[src/rtl/prv32_muldiv_unit.sv]
// prv32_muldiv_unit
// Iterative RV32M multiply/divide unit used beside prv32_ALU in the execute
// stage. It runs all eight M-extension operations over several cycles under a
// start/busy/done handshake. Divide-by-zero and signed divide overflow finish
// on a one-cycle fast path, and a pipeline flush aborts the operation in flight.
//
// Ports:
//   clk     : clock, rising edge
//   rst     : asynchronous reset, active low
//   start   : request, sampled only while busy = 0
//   kill    : synchronous abort, overrides start
//   op      : RV32M funct3 (MUL, MULH, MULHSU, MULHU, DIV, DIVU, REM, REMU)
//   a, b    : rs1 / rs2 operands, sampled with start
//   busy    : operation in progress
//   done    : one-cycle pulse, result is valid in that cycle
//   result  : registered result, held until the next done
//
// Configuration macro:
//   PRV32_SINGLE_CYCLE_MUL_EN : when defined, multiplies form the full product
//   combinationally on the start edge and go straight to FIN (latency 1).

module prv32_muldiv_unit #(
  parameter int XLEN = 32
) (
  input  logic            clk,
  input  logic            rst,
  input  logic            start,
  input  logic            kill,
  input  logic [2:0]      op,
  input  logic [XLEN-1:0] a,
  input  logic [XLEN-1:0] b,
  output logic            busy,
  output logic            done,
  output logic [XLEN-1:0] result
);

  localparam int CW = $clog2(XLEN + 1);

  typedef enum logic [1:0] {IDLE, MUL, DIV, FIN} state_t;

  state_t state_q, state_d;

  logic [2:0]        op_q;
  logic [2*XLEN-1:0] acc;
  logic [2*XLEN-1:0] mcand;
  logic [XLEN-1:0]   mplier;
  logic [XLEN-1:0]   quo;
  logic [XLEN-1:0]   rem;
  logic [XLEN-1:0]   divisor;
  logic [CW-1:0]     cnt;
  logic              neg_p;
  logic              neg_q;
  logic              neg_r;

  logic              a_signed, b_signed, a_neg, b_neg;
  logic [XLEN-1:0]   abs_a, abs_b;
  logic              b_zero, div_ovf, div_fast;
  logic [XLEN:0]     shifted, diff;
  logic [2*XLEN-1:0] prod_f;
  logic [XLEN-1:0]   quo_f, rem_f, res_sel;

  // Signed views: a is signed for MULH/MULHSU/DIV/REM, b for MULH/DIV/REM.
  // The loops always work on magnitudes; signs are restored in FIN.
  assign a_signed = (op == 3'b001) || (op == 3'b010) || (op == 3'b100) || (op == 3'b110);
  assign b_signed = (op == 3'b001) || (op == 3'b100) || (op == 3'b110);
  assign a_neg    = a_signed & a[XLEN-1];
  assign b_neg    = b_signed & b[XLEN-1];
  assign abs_a    = a_neg ? -a : a;
  assign abs_b    = b_neg ? -b : b;

  // Divide cases whose answer is fixed by the ISA rather than computed.
  assign b_zero   = (b == '0);
  assign div_ovf  = ~op[0] & (a == {1'b1, {(XLEN-1){1'b0}}}) & (b == '1);
  assign div_fast = op[2] & (b_zero | div_ovf);

  // Restoring divide step. The partial remainder is always below the divisor,
  // so the shifted value fits in XLEN+1 bits and the MSB of the difference is
  // a clean borrow flag.
  assign shifted = {rem, quo[XLEN-1]};
  assign diff    = shifted - {1'b0, divisor};

  // Sign fix-up and output selection, consumed on the FIN edge.
  assign prod_f = neg_p ? -acc : acc;
  assign quo_f  = neg_q ? -quo : quo;
  assign rem_f  = neg_r ? -rem : rem;

  always_comb begin
    res_sel = quo_f;
    case (op_q)
      3'b000:                 res_sel = prod_f[XLEN-1:0];
      3'b001, 3'b010, 3'b011: res_sel = prod_f[2*XLEN-1:XLEN];
      3'b100, 3'b101:         res_sel = quo_f;
      default:                res_sel = rem_f;
    endcase
  end

`ifdef PRV32_SINGLE_CYCLE_MUL_EN
  logic [2*XLEN-1:0] full_prod;
  assign full_prod = {{XLEN{1'b0}}, abs_a} * {{XLEN{1'b0}}, abs_b};
`endif

  // State register.
  always_ff @(posedge clk or negedge rst) begin
    if (!rst) state_q <= IDLE;
    else      state_q <= state_d;
  end

  // Next-state logic. kill forces IDLE from any state, even over start.
  always_comb begin
    state_d = state_q;
    busy    = (state_q != IDLE);
    if (kill) begin
      state_d = IDLE;
    end else begin
      case (state_q)
        IDLE: begin
          if (start) begin
            if (op[2]) begin
              state_d = div_fast ? FIN : DIV;
            end else begin
`ifdef PRV32_SINGLE_CYCLE_MUL_EN
              state_d = FIN;
`else
              state_d = MUL;
`endif
            end
          end
        end
        MUL:     if (cnt == CW'(1)) state_d = FIN;
        DIV:     if (cnt == CW'(1)) state_d = FIN;
        default: state_d = IDLE;
      endcase
    end
  end

  // Datapath. Operands and sign flags are captured on acceptance; the fast
  // divide cases preload quotient/remainder with their fixed answers and clear
  // the sign flags so FIN passes them through untouched.
  always_ff @(posedge clk or negedge rst) begin
    if (!rst) begin
      op_q    <= '0;
      acc     <= '0;
      mcand   <= '0;
      mplier  <= '0;
      quo     <= '0;
      rem     <= '0;
      divisor <= '0;
      cnt     <= '0;
      neg_p   <= 1'b0;
      neg_q   <= 1'b0;
      neg_r   <= 1'b0;
      result  <= '0;
      done    <= 1'b0;
    end else begin
      done <= 1'b0;
      if (!kill) begin
        case (state_q)
          IDLE: begin
            if (start) begin
              op_q    <= op;
              neg_p   <= a_neg ^ b_neg;
              neg_q   <= a_neg ^ b_neg;
              neg_r   <= a_neg;
              cnt     <= CW'(XLEN);
              acc     <= '0;
              mcand   <= {{XLEN{1'b0}}, abs_a};
              mplier  <= abs_b;
              quo     <= abs_a;
              rem     <= '0;
              divisor <= abs_b;
              if (op[2] && b_zero) begin
                quo   <= '1;
                rem   <= a;
                neg_q <= 1'b0;
                neg_r <= 1'b0;
              end else if (op[2] && div_ovf) begin
                quo   <= a;
                rem   <= '0;
                neg_q <= 1'b0;
                neg_r <= 1'b0;
              end
`ifdef PRV32_SINGLE_CYCLE_MUL_EN
              if (!op[2]) acc <= full_prod;
`endif
            end
          end
          MUL: begin
            if (mplier[0]) acc <= acc + mcand;
            mcand  <= mcand << 1;
            mplier <= mplier >> 1;
            cnt    <= cnt - 1'b1;
          end
          DIV: begin
            if (!diff[XLEN]) begin
              rem <= diff[XLEN-1:0];
              quo <= {quo[XLEN-2:0], 1'b1};
            end else begin
              rem <= shifted[XLEN-1:0];
              quo <= {quo[XLEN-2:0], 1'b0};
            end
            cnt <= cnt - 1'b1;
          end
          default: begin
            result <= res_sel;
            done   <= 1'b1;
          end
        endcase
      end
    end
  end

endmodule
[config.mk]
export PLATFORM = sky130hd
export DESIGN_NAME = prv32_muldiv_unit
export DESIGN_NICKNAME = d
export VERILOG_FILES = /design/src/rtl/prv32_muldiv_unit.sv
export SDC_FILE = /design/constraint.sdc
export NUM_CORES = 1
export LEC_CHECK = 0
export BUFFER_PORTS_ARGS = -buffer_cell sky130_fd_sc_hd__buf_2
export CAP_MARGIN = 20
export CORE_MARGIN = 2
export CORE_UTILIZATION = 54
export DETAILED_ROUTE_END_ITERATION = 6
export PLACE_DENSITY = 0.7
export SLEW_MARGIN = 20
export SYNTH_ARGS = -nofsm -noshare
export SYNTH_HDL_FRONTEND = slang
export SYNTH_SLANG_ARGS = --single-unit
[constraint.sdc]
create_clock -name clk -period 9.7 [get_ports clk]
set_input_delay 2.91 -clock clk [delete_from_list [all_inputs] [get_ports clk]]
set_output_delay 2.91 -clock clk [all_outputs]
set_load 0.005 [all_outputs]
==> results.yml, run 1 <==
min_path:
  min_path_cells: 2
  hold_class: "register to register"
  min_from: "result[15]"
layout:
  drive_gt1_share_pct: 8.35
  layout_common_cells: "nand2_1, o21ai_0, dfrtp_1"
  area_delta_synth_final_pct: 9.39
  fin_nets: 3039
  final_common_cell: "nand2_1"
  antenna_cells: 0
logic_synthesis:
  synth_cell_types: 77
  syn_nets: 3036
  synth_top_family_by_area: "compound AO/OA/AOI/OAI gates"
  synth-xor-area-share_pct: 10.2
  synth_fa_ha_area_share_pct: 6.07
  synthMuxAreaShare_pct: 1.31
  synth_cells: 2856
  ys_ff_latch: 303
  ys_seq_area_share_pct: 33.4
  synth_warnings: 0
  yosys_most_used_dff: "dfrtp_1"
  yosys.area_share.simple_pct: 17.8
  async_reset_ff_share_pct: 100
  netlist_area_um2: 22700
  synth_edf_count: 0
  synth-compound-area-share_pct: 27.1
  avgSynthCellArea_um2: 7.95
clock_tree:
  cts_tree: "built"
  cts-root-buf: "clkbuf_16"
  postCtsResizedCells: 0
  clk_latency_ns: 0.57
  clkSlewWorstSetupHoldPaths_ns: 0.06
  htree_num_levels: 2
  cts_setup_buffers: 0
  cts_buffers: 39
  hold_buffers: 0
  clock_sink_count: 303
  cts_buffer_depth: 3
critical_path:
  endpoint_kind: "register"
  crit_required_ns: 10.13
  worstPathArrival_ns: 6.15
  cp-startpoint: "a[5]"
  reg2reg_depth: 14
  slowest_delay_ns: 0.68
  crit_chain: "buf_2 -> or4_1 -> nor4_1 -> and3b_1 -> nand3_1 -> nor4_1 -> and2_1 -> o21ai_0 -> o31ai_1 -> a221o_1 -> o21ai_0"
  crit_type: "input pin to register"
  cp-start-kind: "input pin"
  r2r_start: "acc[0]"
  slowest_stage: "and2_1"
  worst-path-max-fanout: 18
pwr:
  p_int_mw: 4.30
  pwr-share-comb_pct: 54.6
  p_total_mw: 8.41
  pwr_density_cell_nw_per_um2: 339
  seq_power_share_pct: 27.6
  ir_worst_vdd_mv: 0.205
  p_leak_nw: 11.1
  swShare_pct: 48.9
  p_clk_share_pct: 17.9
  p_sw_mw: 4.11
floorplanning:
  dieWidth_um: 209
  core_um2: 41800
  dieArea_um2: 43700
  ios: 105
  die_h_um: 209
  start_util_pct: 54.4
  row_count: 75
sta:
  slew_headroom_pct: 22.0
  clock_skew_ns: 0.0214
  drv_slew: 0
  fin_crit_ns: 5.71
  setup_viol: 0
  finalHoldViolCount: 0
  post-route-period-util_pct: 58.9
  tightest_slew_ns: 1.14
  fmax_ghz: 0.175
  tns_ns: 0
  rsz0062_at_grt: "no"
global_routing:
  antenna_found_initial: 4
  grt_overflow: 0
  grt_pass1_vias: 21200
  grt_pass1_wl_um: 124000
  grt_max_degree: 123
  globalRouteTotalUtil_pct: 36.3
detailed_routing:
  drt-total-wl_um: 79900
  dr.first_iter.drc_count: 2109
  ant_nets: 0
  dr.pass1.iters: 7
  num_vias: 22100
  drc_errors: 1
  via_per_inst: 6.46
  wl_per_cell_um: 23.3
placement:
  hpwl_um: 60500
  gp_congestion: 1.00
  portBuffers: 104
run_status:
  status: "finished with violations"
  failed_checks: "design-rule violations"
flow_run:
  cap_violations: 0
==> stage by stage <==
step                utilization [%]  hold slack, ns  instances  cell area, µm²  setup slack [ns]
finish                         59.5           0.473       3424           24800              3.99
global placement               56.3           0.459       3357           23500              3.66
floorplan                         -           0.449       2856           22700              4.35
global route                   59.5           0.501       3424           24800              3.80
CTS                            59.5           0.473       3424           24800              4.13
detailed placement             56.3           0.459       3357           23500              3.54
==> registers in the layout (all words and copies together), names as in the netlist, 6 cells and up <==
register and cells:
quo 32, result 32, rem 32, mcand 64
cnt 6, mplier 32, acc 64, divisor 32
==> routing by layer <==
metal	vias to the layer above	part of all wire, %	GRT usage (%)
li1	10200	-	-
met4	8	5.9	19.4
met3	239	7.2	6.52
met1	10700	40	45.6
met5	-	0.068	0
met2	963	47	59.7
==> cell families (layout without fill, tap and decap cells) <==
group / after synthesis / after routing
compound gates: 1017 / 1017
xor+xnor: 265 / 265
fa+ha+maj: 109 / 109
buf+inv: 248 / 277
flops: 303 / 303
mux: 29 / 29
simple gates: 885 / 885
==> critical path, delay by kind of cell <==
kind / cells / cell delay (ns)
AND/OR/NAND/NOR: 6 / 2.54
AO/OA/AOI/OAI: 4 / 0.55
buffers and inverters: 1 / 0.12
==> power groups by stage <==
stage | registers, mW | logic [mW] | clock network [mW]
2_1_floorplan | 2.01 | 3.35 | 0
3_3_place_gp | 2.29 | 4.41 | 0
3_5_place_dp | 2.31 | 4.47 | 0
4_1_cts | 2.29 | 4.50 | 1.52
5_1_grt | 2.36 | 5.03 | 1.56
6_report | 2.32 | 4.59 | 1.50
==> final cells by class <==
cell class                      count  area, µm²
Tap cell                          539        674
Clock buffer                       56       1190
Timing Repair Buffer              124        693
Fill cell                        3828      16900
Sequential cell                   303       7580
Clock inverter                     11        118
Inverter                           86        323
Multi-Input combinational cell   2305      14200
==> cell usage after synthesis (all sizes together) (24+ instances only) <==
cell / number / area [µm²]
nand2: 403 / 1510
o21ai: 378 / 1900
dfrtp: 303 / 7580
a21oi: 267 / 1340
nor2: 202 / 758
clkbuf: 153 / 574
xnor2: 142 / 1240
xor2: 123 / 1080
ha: 107 / 1340
inv: 85 / 319
a21o: 61 / 458
o31ai: 51 / 388
nor3: 42 / 210
a22o: 38 / 333
nand2b: 38 / 238
nand3: 34 / 170
nand4: 31 / 194
o211ai: 29 / 218
or3: 28 / 175
o22ai: 25 / 156
a31oi: 24 / 150
mux2i: 24 / 240
o41ai: 24 / 218
==> path summary, 6_finish.rpt <==
| check | slack, ns | to |
|---|---|---|
| hold / removal | 0.47 | result[15] |
| max in group asynchronous | 5.85 | divisor[8] |
| min in group asynchronous | 2.37 | mcand[57] |
| setup reg to reg | 5.20 | acc[62] |
| setup / recovery | 3.99 | quo[1] |
| hold reg to reg | 0.47 | result[15] |
No activity file was read; power rests on OpenSTA's default activity.
==> inputs of run 2 (changes only) <==
ABC_AREA = 1   (was not set)
clock period = 5.4 ns   (was 9.7 ns; I/O delays follow)
==> run 2 against run 1 <==
Against the previous run:
- the flow still finishes with violations (design-rule violations)
- critical path depth unchanged
- cell area up 20%
- global-route usage up 5.9 points
- routed wire length up 41%
- synthesized cell count up 58%
- combinational power up 140%
- power up 110%
- flip-flop and latch count unchanged
- first-iteration DRC count up 78%
- clock power up 80%
- critical path type unchanged
- critical endpoint is now quo[12]
- largest power group unchanged
==> results.yml, run 2 <==
min_path:
  min_path_cells: 2
  min_to: "mplier[19]"
  hold_class: "register to register"
  min_from: "mplier[19]"
global_routing:
  antenna_found_initial: 4
  grt_max_degree: 95
  grt_overflow: 0
  grt_pass1_wl_um: 169000
  grt_pass1_vias: 28100
  globalRouteTotalUtil_pct: 42.2
placement:
  portBuffers: 104
  gp_congestion: 1.11
  hpwl_um: 90800
logic_synthesis:
  synthMuxAreaShare_pct: 0
  synth_common_cells: "nand2_1, inv_1, nor2_1"
  ys_ff_latch: 303
  synth_most_common_cell: "nand2_1"
  yosysTopAreaCell: "dfrtp_1"
  yosys.area_share.simple_pct: 36.8
  async_reset_ff_share_pct: 100
  avgSynthCellArea_um2: 6.08
  synth_cells: 4518
  synth-xor-area-share_pct: 2.52
  synth_edf_count: 0
  ys_seq_area_share_pct: 27.6
  syn_nets: 4698
  yosys_most_used_dff: "dfrtp_1"
  synth_warnings: 0
  synth_top_area_share_pct: 27.6
  netlist_area_um2: 27400
  synth-compound-area-share_pct: 16.2
  synth_fa_ha_area_share_pct: 5.02
  synth_top_family_by_area: "simple AND/OR/NAND/NOR gates"
  synthTopCellsByArea: "dfrtp_1, nand2_1, inv_1"
  synth_cell_types: 58
detailed_routing:
  drt-total-wl_um: 113000
  num_vias: 30700
  dr.first_iter.drc_count: 3748
  drc_errors: 1
  ant_nets: 0
  via_per_inst: 5.83
  dr.pass1.iters: 7
  wl_per_cell_um: 21.4
critical_path:
  crit_required_ns: 5.90
  cp-start-kind: "input pin"
  path_common_cell: "nand2_1"
  reg2reg_slack_ns: 2.18
  reg2reg_depth: 9
  path_depth: 11
  crit_chain: "buf_2 -> inv_2 -> nand2_1 -> nand2_1 -> o21bai_1 -> nand2_1 -> inv_2 -> nand2_1 -> xnor2_1 -> nor2_1 -> o22ai_1"
  worstPathArrival_ns: 4.06
  cpLargestDelayFamily: "buffers and inverters"
  slowest_delay_ns: 0.50
  slowest_stage: "inv_2"
  r2r_start: "state_q[0]"
  endpoint_kind: "register"
  path_buf_inv: 3
  crit_type: "input pin to register"
  worst-path-max-fanout: 30
  r2r-end: "rem[23]"
sta:
  whs_ns: 0.477
  tightest_slew_ns: 0.997
  clock_skew_ns: 0.0361
  fin_crit_ns: 3.57
  post-route-period-util_pct: 66.1
  rsz0062_at_grt: "no"
  slew_headroom_pct: 32.8
  finalHoldViolCount: 0
  setup_viol: 0
  tns_ns: 0
  drv_slew: 0
  fmax_ghz: 0.280
pwr:
  swShare_pct: 55.1
  seq_power_share_pct: 22.8
  p_leak_nw: 15.4
  pwr_density_cell_nw_per_um2: 598
  p_int_mw: 7.98
  p_sw_mw: 9.81
  ir_worst_vdd_mv: 0.381
  p_clk_share_pct: 15.2
  pwr-share-comb_pct: 62.0
clock_tree:
  cts_setup_buffers: 0
  cts_buffer_depth: 3
  cts-root-buf: "clkbuf_16"
  cts_tree: "built"
  clk_latency_ns: 0.58
  postCtsResizedCells: 0
  clock_sink_count: 303
  cts_buffers: 38
  clkSlewWorstSetupHoldPaths_ns: 0.06
  htree_num_levels: 2
  hold_buffers: 0
floorplanning:
  ios: 105
  row_count: 82
  dieArea_um2: 52600
  dieWidth_um: 229
  die_h_um: 229
  core_um2: 50200
  start_util_pct: 54.7
layout:
  reg_top3: "acc x64, mcand x64"
  area_delta_synth_final_pct: 8.46
  final_common_cell: "nand2_1"
  drive_gt1_share_pct: 6.45
  layout_common_cells: "nand2_1, inv_1, nor2_1"
  fin_nets: 4741
run_status:
  failed_checks: "design-rule violations"
  status: "finished with violations"
flow_run:
  cap_violations: 0
run 2: area by class of cell:
type | instances | area [µm²]
repair buffers | 133 | 773
diodes | 1 | 2.50
clock inverters | 18 | 233
inverters | 696 | 2620
clock buffers | 52 | 1060
multi-input cells | 3389 | 16700
flip-flops and latches | 303 | 7580
fillers | 5111 | 20400
well taps | 672 | 841
run 2: routing by layer:
| layer | vias up | wire [µm] | GRT usage, % |
|---|---|---|---|
| met3 | 322 | 11600 | 9.06 |
| li1 | 14700 | - | - |
| met4 | 6 | 7300 | 23.6 |
| met5 | - | 40 | 0 |
| met2 | 1529 | 48100 | 63.4 |
| met1 | 14200 | 45600 | 56.3 |
run 2: worst max-delay path by stage:
stage,endpoint,slack (ns),from
after global placement,quo[12],1.32,op[2]
after floorplan,rem[13],2.31,b[0]
final,quo[12],1.83,op[2]
after CTS,quo[12],1.94,op[2]
after detailed placement,quo[12],1.34,op[2]
after global routing,quo[20],1.62,op[2]
run 2: metrics by stage:
step | total power, mW | utilization (%) | worst slack, ns | cells | cell area [µm²]
2_1_floorplan | 11.4 | - | 2.31 | 4518 | 27400
3_3_place_gp | 14.6 | 56.7 | 1.32 | 5193 | 28500
3_5_place_dp | 14.7 | 56.7 | 1.34 | 5193 | 28500
4_1_cts | 17.4 | 59.3 | 1.94 | 5263 | 29800
5_1_grt | 19.2 | 59.3 | 1.62 | 5263 | 29800
6_report | 17.8 | 59.3 | 1.83 | 5264 | 29800
run 2: cell families (layout without fill, tap and decap cells):
group / count (synthesis) / in the layout
and+or+nand+nor: 2381 / 2381
buffers and inverters: 826 / 899
AOI/OAI and AO/OA: 820 / 820
DFF: 303 / 303
adders and majority gates: 109 / 109
xor gates and xnor gates: 79 / 79
other: 0 / 1
run 2: tightest hold or removal path, cell delays in order (launching register included):
cell and delay, ns:
dfrtp_1 0.34, nand2_1 0.05, nand2_1 0.05
run 2: power by group through the flow:
stage	sequential [mW]	clock, mW	combinational (mW)
floorplan	3.60	0	7.81
global placement	4.03	0	10.6
detailed placement	4.04	0	10.6
CTS	4.01	2.72	10.7
global route	4.11	2.80	12.2
finish	4.06	2.70	11.0
